$ cat src/rtl/simplez_mem_arbiter.sv
// Two-port req/ack arbiter in front of the single-port 512x12 Simplez RAM (port A = CPU, B = loader).
// Define SIMPLEZ_ARB_RR_EN for round-robin tie-breaking; otherwise port A has fixed priority.
module simplez_mem_arbiter #(
  parameter int unsigned AW = 9,
  parameter int unsigned DW = 12
) (
  input  logic          clk,
  input  logic          rstn,
  input  logic          a_req,
  input  logic          a_rw,
  input  logic [AW-1:0] a_addr,
  input  logic [DW-1:0] a_wdata,
  output logic          a_ack,
  input  logic          b_req,
  input  logic          b_rw,
  input  logic [AW-1:0] b_addr,
  input  logic [DW-1:0] b_wdata,
  output logic          b_ack,
  output logic [DW-1:0] rdata,
  output logic          busy,
  output logic [AW-1:0] mem_addr,
  output logic          mem_rw,
  output logic [DW-1:0] mem_din,
  input  logic [DW-1:0] mem_dout
);

  typedef enum logic [1:0] {StIdle, StAcc, StDone} state_e;

  state_e        r_state;
  state_e        w_state_d;
  logic          r_owner;   // 0 = port A, 1 = port B
  logic          w_owner_d;
  logic [DW-1:0] r_rdata;
  logic          w_grant_b;
  logic          w_own_rw;

`ifdef SIMPLEZ_ARB_RR_EN
  logic r_last;             // port served most recently, 1 = B
  // On a tie the port that was not served last wins.
  assign w_grant_b = b_req && (!a_req || !r_last);
`else
  assign w_grant_b = b_req && !a_req;
`endif

  always_comb begin
    w_state_d = r_state;
    w_owner_d = r_owner;
    unique case (r_state)
      StIdle: begin
        if (a_req || b_req) begin
          w_owner_d = w_grant_b;
          w_state_d = StAcc;
        end
      end
      StAcc:   w_state_d = StDone;
      StDone:  w_state_d = StIdle;
      default: w_state_d = StIdle;
    endcase
  end

  always_comb begin
    mem_addr = r_owner ? b_addr  : a_addr;
    mem_din  = r_owner ? b_wdata : a_wdata;
    w_own_rw = r_owner ? b_rw    : a_rw;
    // Only ACC may drive a write, so an async reset drops mem_rw back to read at once.
    mem_rw   = (r_state == StAcc) ? w_own_rw : 1'b1;
    a_ack    = (r_state == StDone) && !r_owner;
    b_ack    = (r_state == StDone) &&  r_owner;
    rdata    = (r_state == StDone) ? mem_dout : r_rdata;
    busy     = (r_state != StIdle);
  end

  always_ff @(posedge clk or negedge rstn) begin
    if (!rstn) begin
      r_state <= StIdle;
      r_owner <= 1'b0;
      r_rdata <= '0;
    end else begin
      r_state <= w_state_d;
      r_owner <= w_owner_d;
      if (r_state == StDone) begin
        r_rdata <= mem_dout;
      end
    end
  end

`ifdef SIMPLEZ_ARB_RR_EN
  always_ff @(posedge clk or negedge rstn) begin
    if (!rstn) begin
      r_last <= 1'b1;
    end else if (r_state == StDone) begin
      r_last <= r_owner;
    end
  end
`endif

endmodule

$ cat config.mk
export PLATFORM = sky130hd
export DESIGN_NAME = simplez_mem_arbiter
export DESIGN_NICKNAME = d
export VERILOG_FILES = /design/src/rtl/simplez_mem_arbiter.sv
export SDC_FILE = /design/constraint.sdc
export NUM_CORES = 1
export LEC_CHECK = 0
export CELL_PAD_IN_SITES_DETAIL_PLACEMENT = 0
export CELL_PAD_IN_SITES_GLOBAL_PLACEMENT = 1
export CORE_MARGIN = 5
export CORE_UTILIZATION = 19
export CTS_BUF_LIST = sky130_fd_sc_hd__clkbuf_8 sky130_fd_sc_hd__clkbuf_16
export DETAILED_ROUTE_END_ITERATION = 7
export PLACE_DENSITY = 0.76
export RECOVER_POWER = 25
export SLEW_MARGIN = 20
export SYNTH_ARGS = -nofsm -noshare
export SYNTH_HDL_FRONTEND = slang
export SYNTH_SLANG_ARGS = --single-unit
$ cat constraint.sdc
create_clock -name clk -period 1.6 [get_ports clk]
set_input_delay 0.24 -clock clk [delete_from_list [all_inputs] [get_ports clk]]
set_output_delay 0.24 -clock clk [all_outputs]
set_load 0.05 [all_outputs]
; After elaboration in Yosys (flattened, before gate mapping)
; Cells that the tools add are included.
[totals]
reg_bits = 15
input_bits = 60
[classes]
eq_ne = 3
n_mux = 7
n_reduce_logical = 9
[op_table]
columns = operator, count
row1 = 12-bit 2-to-1 mux, 2
row2 = 9-bit 2-to-1 mux, 1
row3 = 2-bit case mux with 2 select lines, 1
row4 = 1-bit logical AND, 3
row5 = 2-bit by 1-bit equality test with 1-bit output (second input constant), 1
row6 = 2-bit equality test (second input constant), 1
row7 = 1-bit zero test, 2
row8 = 2-bit zero test, 1
row9 = 1-bit 2-to-1 mux, 2
row10 = 2-bit 2-to-1 mux, 1
row11 = 2-bit inequality test (second input constant), 1
row12 = 2-bit AND reduction, 1
row13 = 2-bit nonzero test, 1
row14 = 1-bit logical OR, 1

; Longest topological paths before layout
; Gate-level depths: netlist (run 1).
[depth]
word_depth = 3
ltp_mapped = 4
mapped_depth_nobuf = 3

; Worst setup path before layout (run 1)
; Ideal clock, no wire load.
[synth_timing]
path_type = flip-flop to output port
startpoint = register r_state[0]
endpoint = output port a_ack
arrival_time_ps = 1497
setup_slack_ps = -137
path_stages_with_launch = 5
path_cell_list = dfrtp_1 nor2b_1 buf_6 buf_12 nor2b_1
[synth_via]
elab_chain_len = 2
[synth_rtl]
columns = item, line
row1 = from (decl), 29  ; state_e r_state;
row2 = from (signal assigned), 75  ; r_state <= StIdle;
row3 = from (signal assigned), 79  ; r_state <= w_state_d;
row4 = 2-bit equality test, 67  ; a_ack = (r_state == StDone) && !r_owner;
row5 = 1-bit logical AND, 67
row6 = to (decl), 13  ; output logic a_ack,
; Every way passes these cells.

; Final worst setup path (run 1)
[layout_timing]
startpoint = register r_state[0]
endpoint = output port rdata[5]
[layout_via]
elab_chain_len = 2
[layout_rtl]
columns = item, line
row1 = 2-bit equality test, 69  ; rdata = (r_state == StDone) ? mem_dout : r_rdata;
row2 = 12-bit 2-to-1 mux, --
row3 = to (decl), 19  ; output logic [DW-1:0] rdata,
; Every way passes these cells.

==> out/metrics.yaml, run 1 <==
status: "finished with violations"
violations: "setup timing"
skew_ns: 0.003104
required_ns: 1.36
wl_per_cell_um: 19.21
period_minus_slack_ns: 1.727
gr-total-overflow: 0
seq_area_frac_synth: 0.4184
fp.dieW_um: 78.72
grt_pass1_wl_um: 5830
fp.dieH_um: 78.72
syn2layout_area_growth_pct: 173.6
critPathKind: "reg2out"
syn-num-nets: 125
vias_per_cell: 4.276
ant_nets: 0
endpoint_kind: "primary output"
via_count: 975
pin_count: 97
cts.clk_slew.worst_paths_ns: 0.06
dp.final_hpwl_um: 3038
synth.distinct_cells: 16
final_util: 0.5267
worstSetupPathDepth: 4
io_buffers: 96
dr.pass1.iters: 2
critPathTopFamily: "flip-flops"
cts_tree: "yes"
hp-class: "reg2reg"
synth-seq-cells: 15
regArea_sq_um: 376.6
first_global_vias: 1101
finalPower_mw: 5.656
rsz0062_at_grt: "yes"
pre_cts_ws_ns: 0.06138
start_util: 0.1925
drt-total-wl_um: 4381
reg2reg_depth: 4
antenna_found_initial: 0
track_usage: 0.1219
ctsRootBufferMaster: "clkbuf_8"
gp_congestion: 0.7703
critPathLaunchType: "register"
yosys_warnings: 0
leakage_nw: 1.117
setup_viol_count_final: 28
placed_area_sq_um: 1987
ir_drop_v: 0.001193
clk_path_buf_depth: 2
crit_buf_inv: 2
fin_setup_tns_ns: -1.526
cp_max_fo: 6
max_slew_margin: 0.4298
htreeDepth: 1
multi_input_area_sq_um: 576.8
worstMarginPinSlew_ns: 0.8553
cts.sinks: 15
num_rows: 25
grt_max_degree: 16
final-hold-violation-count: 0
path_cells: "nor2b_4 > clkbuf_16 > mux2_4 > buf_12"
syn_avg_cell_area_sq_um: 13.80
insertedDiodeCount: 0
r2r_slack_ns: 0.29
fmax_mhz: 579.2
fin_ws_ns: -0.1265
drv_cap: 0
critPathSlowestCell: "dfrtp_1"
drc: 0
insertion_delay_ns: 0.25
post-route-period-util: 1.079
nets: 235
core-area_sq_um: 4661
nFillCells: 415
power.density_nw_per_um2: 2304
maxSlewViolCount: 0
synth_cells: 65
cp_slowest_stage_delay_ns: 0.40
cts_buffers: 3
min_path_cells: 1
dr.first_iter.drc_count: 20
netlist_area_sq_um: 897.1
cp.arrival_ns: 1.49
finish.instance_area_sq_um: 2455
dieArea_sq_um: 6196
drive_above_1_share: 0.5172
## flip-flops by register name, summed over array words and instances, names as in the netlist
name	flops
r_rdata	12
r_owner	1
r_state	2
## logic make-up after synthesis
| logic type | count (synthesis) | share of synthesized area |
|---|---|---|
| buffers and inverters | 6 | 0.05858 |
| muxes | 34 | 0.4589 |
| AOI/OAI and AO/OA | 1 | 0.009765 |
| and+or+nand+nor | 9 | 0.05440 |
| DFF | 15 | 0.4184 |
## per-layer routing
| layer | share of wire | global-route usage | vias up |
|---|---|---|---|
| li1 | - | - | 447 |
| met1 | 0.35 | 0.1250 | 466 |
| met2 | 0.53 | 0.2301 | 60 |
| met3 | 0.11 | 0.06009 | 2 |
| met4 | 0.0034 | 0.01049 | 0 |
| met5 | 0 | 0 | - |
## stage by stage
step,cells,hold slack (ns)
global route,228,0.5340
CTS,225,0.3195
floorplan,65,-0.05559
detailed placement,213,0.5003
global placement,213,0.4868
finish,228,0.5179
## layout make-up
type	instances	share of cell area
Clock inverter	1	0.001529
Multi-Input combinational cell	44	0.2350
Tap cell	54	0.02752
Clock buffer	3	0.01682
Sequential cell	15	0.1534
Inverter	1	0.001529
Timing Repair Buffer	110	0.5642
## cells in the mapped netlist
master,instances,area share
mux2i_1,1,0.011
nor2b_1,2,0.014
nor3b_1,1,0.0084
buf_2,2,0.011
buf_4,1,0.0084
buf_12,1,0.022
inv_1,1,0.0042
nand2_1,1,0.0042
and2_1,1,0.0070
nor2_1,3,0.013
a2bb2oi_1,1,0.0098
mux2_4,8,0.13
and2b_1,1,0.0084
dfrtp_1,15,0.42
mux2_2,25,0.31
buf_6,1,0.013
## final timing paths
path | endpoint | from
worst max-delay path | rdata[5] | r_state[0]
worst min-delay path | r_rdata[4] | r_rdata[4]
worst max register to register | r_rdata[9] | r_state[0]
worst min register to register | r_rdata[4] | r_rdata[4]
max in group asynchronous | r_owner | rstn
min in group asynchronous | r_rdata[4] | rstn
## power breakdown
part	internal, mW	switching [mW]
clock	0.170	0.131
combinational	2.36	2.31
sequential	0.575	0.104
## layout by cell type (no fill, tap or decap), drive strengths merged, types with 2 or more instances in the layout
cell type / n
clkdlybuf4s50: 58
buf: 47
mux2: 33
dfrtp: 15
clkbuf: 7
nor2: 3
nor2b: 2
inv: 2
## timing repair
action | 4_1_cts | 5_1_grt
hold buffers | 0 | 0
setup endpoints to repair | 32 | 34
gates cloned | 2 | 2
setup buffers | 6 | 1
pin swaps | 1 | 1
resized for setup | 36 | 45
(Power assumes the default switching activity.)
==> run 2: changes to the inputs <==
- ABC_CLOCK_PERIOD_IN_PS: unset -> 1600
- TNS_END_PERCENT: unset -> 100
==> results of run 2 <==
Final layout, timing and power as in run 1 (identical DEF).
==> run 3: changes to the inputs <==
- CORE_ASPECT_RATIO: unset -> 0.5
==> out/metrics.yaml, run 3 (same netlist as run 1, synthesis figures left out) <==
hp-class: "reg2reg"
required_ns: 1.36  # about the same
start_util: 0.1999  # +0.007405
final-hold-violation-count: 0  # unchanged
whs_ns: 0.5138  # -0.004147 ns
placed_area_sq_um: 2049  # +3.1%
nets: 236  # +0.43%
cp_max_fo: 6  # unchanged
rsz0062_at_grt: "yes"
cts_buffers: 3  # unchanged
skew_ns: 0.004570  # +0.001466 ns
leakage_nw: 1.136  # +1.7%
dr.pass1.iters: 3  # +1
wl_per_cell_um: 16.34  # -15%
clk_path_buf_depth: 2  # unchanged
cts.sinks: 15  # unchanged
cp_slowest_stage_delay_ns: 0.37  # -0.03 ns
setup_viol_count_final: 29  # +3.6%
final_common_cell: "clkdlybuf4s50_1"
layout_common_cells: "clkdlybuf4s50_1, mux2_4, buf_8, buf_12, dfrtp_1"
drive_above_1_share: 0.5200  # +0.002759
dr.first_iter.drc_count: 21  # +5.0%
status: "finished with violations"
dp.final_hpwl_um: 2772  # -8.8%
drt-total-wl_um: 3939  # -10%
path_cells: "nor2b_4 > clkbuf_16 > mux2_4 > buf_12"
max_slew_margin: 0.4678  # +0.03796
htreeDepth: 1  # unchanged
period_minus_slack_ns: 1.744  # +0.01779 ns
grt_pass1_wl_um: 5216  # -11%
post-route-period-util: 1.090  # +0.01112
syn2layout_area_growth_pct: 179.2
cts.clk_slew.worst_paths_ns: 0.06  # about the same
endpoint_kind: "primary output"
top_register: "r_rdata"
fp.dieW_um: 107.2  # +36%
fp.dieH_um: 58.59  # -26%
ir_drop_v: 0.001215  # +1.9%
critPathSlowestCell: "dfrtp_1"
insertion_delay_ns: 0.24  # about the same
critPathLaunchType: "register"
gp_congestion: 0.7097  # -7.9%
ant_nets: 0  # unchanged
antenna_found_initial: 0  # unchanged
pin_count: 97  # unchanged
worstMarginPinSlew_ns: 0.7984  # -0.05693 ns
fmax_mhz: 573.3  # -1.0%
grt_max_degree: 16  # unchanged
finalPower_mw: 5.740  # +1.5%
fin_setup_tns_ns: -1.956  # -0.4301 ns
drc: 0  # unchanged
top_regs: "r_rdata (12), r_state (2), r_owner (1)"
insertedDiodeCount: 0  # unchanged
drv_cap: 0  # unchanged
gr-total-overflow: 0  # unchanged
ctsRootBufferMaster: "clkbuf_8"
io_buffers: 96  # unchanged
first_global_vias: 969  # -12%
fin_ws_ns: -0.1443  # -0.01779 ns
critPathKind: "reg2out"
finish.instance_area_sq_um: 2505  # +2.0%
via_count: 949  # -2.7%
dieArea_sq_um: 6279  # +1.3%
cp.arrival_ns: 1.50  # about the same
vias_per_cell: 3.938  # -7.9%
maxSlewViolCount: 0  # unchanged
core-area_sq_um: 4488  # -3.7%
track_usage: 0.1064  # -0.01555
power.density_nw_per_um2: 2292  # -0.54%
num_rows: 17  # -32%
largest_reg_flops: 12  # unchanged
violations: "setup timing"
cts_tree: "yes"
==> run 3: stage by stage <==
stage	std cells	setup slack, ns	utilization
2_1_floorplan	65	0.1153	-
3_3_place_gp	225	0.05141	0.4566
3_5_place_dp	225	0.03181	0.4566
4_1_cts	236	-0.1686	0.5054
5_1_grt	241	-0.1932	0.5581
6_report	241	-0.1443	0.5581
==> run 3: final timing paths <==
| path | from | to | slack [ns] | cells past startpoint |
|---|---|---|---|---|
| setup reg to reg | r_state[1] | r_rdata[3] | 0.13 | 5 |
| hold reg to reg | r_rdata[2] | r_rdata[2] | 0.51 | 1 |
| setup / recovery | r_state[1] | rdata[2] | -0.14 | 4 |
| min in group asynchronous | rstn | r_rdata[11] | 0.59 | 2 |
| hold / removal | r_rdata[2] | r_rdata[2] | 0.51 | 1 |
| max in group asynchronous | rstn | r_owner | 0.47 | 2 |
==> run 3: repair_timing <==
action,CTS,global route
hold buffers,0,0
resized for setup,24,55
setup endpoints to repair,35,35
gates cloned,2,2
buffers inserted,5,4
==> run 3: cell type report <==
type	count	area, sq um
clock buffer	3	41.29
clock inverter	1	3.754
fill	372	1983
inverter	1	3.754
multi-input combinational	44	580.6
sequential	15	376.6
tap	66	82.58
timing repair buffer	111	1416
==> run 3: worst max-delay path: cells and delay by family, from the launching register on <==
| family | cells | cell delay, ns |
|---|---|---|
| buffers and inverters | 2 | 0.33 |
| flip-flops | 1 | 0.37 |
| multiplexers | 1 | 0.32 |
| AND/OR/NAND/NOR | 1 | 0.23 |
==> run 3: report_power, final <==
| part | total, mW | internal (mW) | switching, mW |
|---|---|---|---|
| clock network | 0.292 | 0.170 | 0.122 |
| logic | 4.77 | 2.46 | 2.31 |
| registers | 0.676 | 0.574 | 0.102 |
| total | 5.74 | 3.20 | 2.54 |
==> run 3: per-layer routing <==
metal	vias up	global-route usage	routed length (um)
met5	-	0	0
met4	0	0.01093	0
met3	0	0.02410	104
met2	17	0.2142	2257
met1	483	0.1194	1578
li1	449	-	-
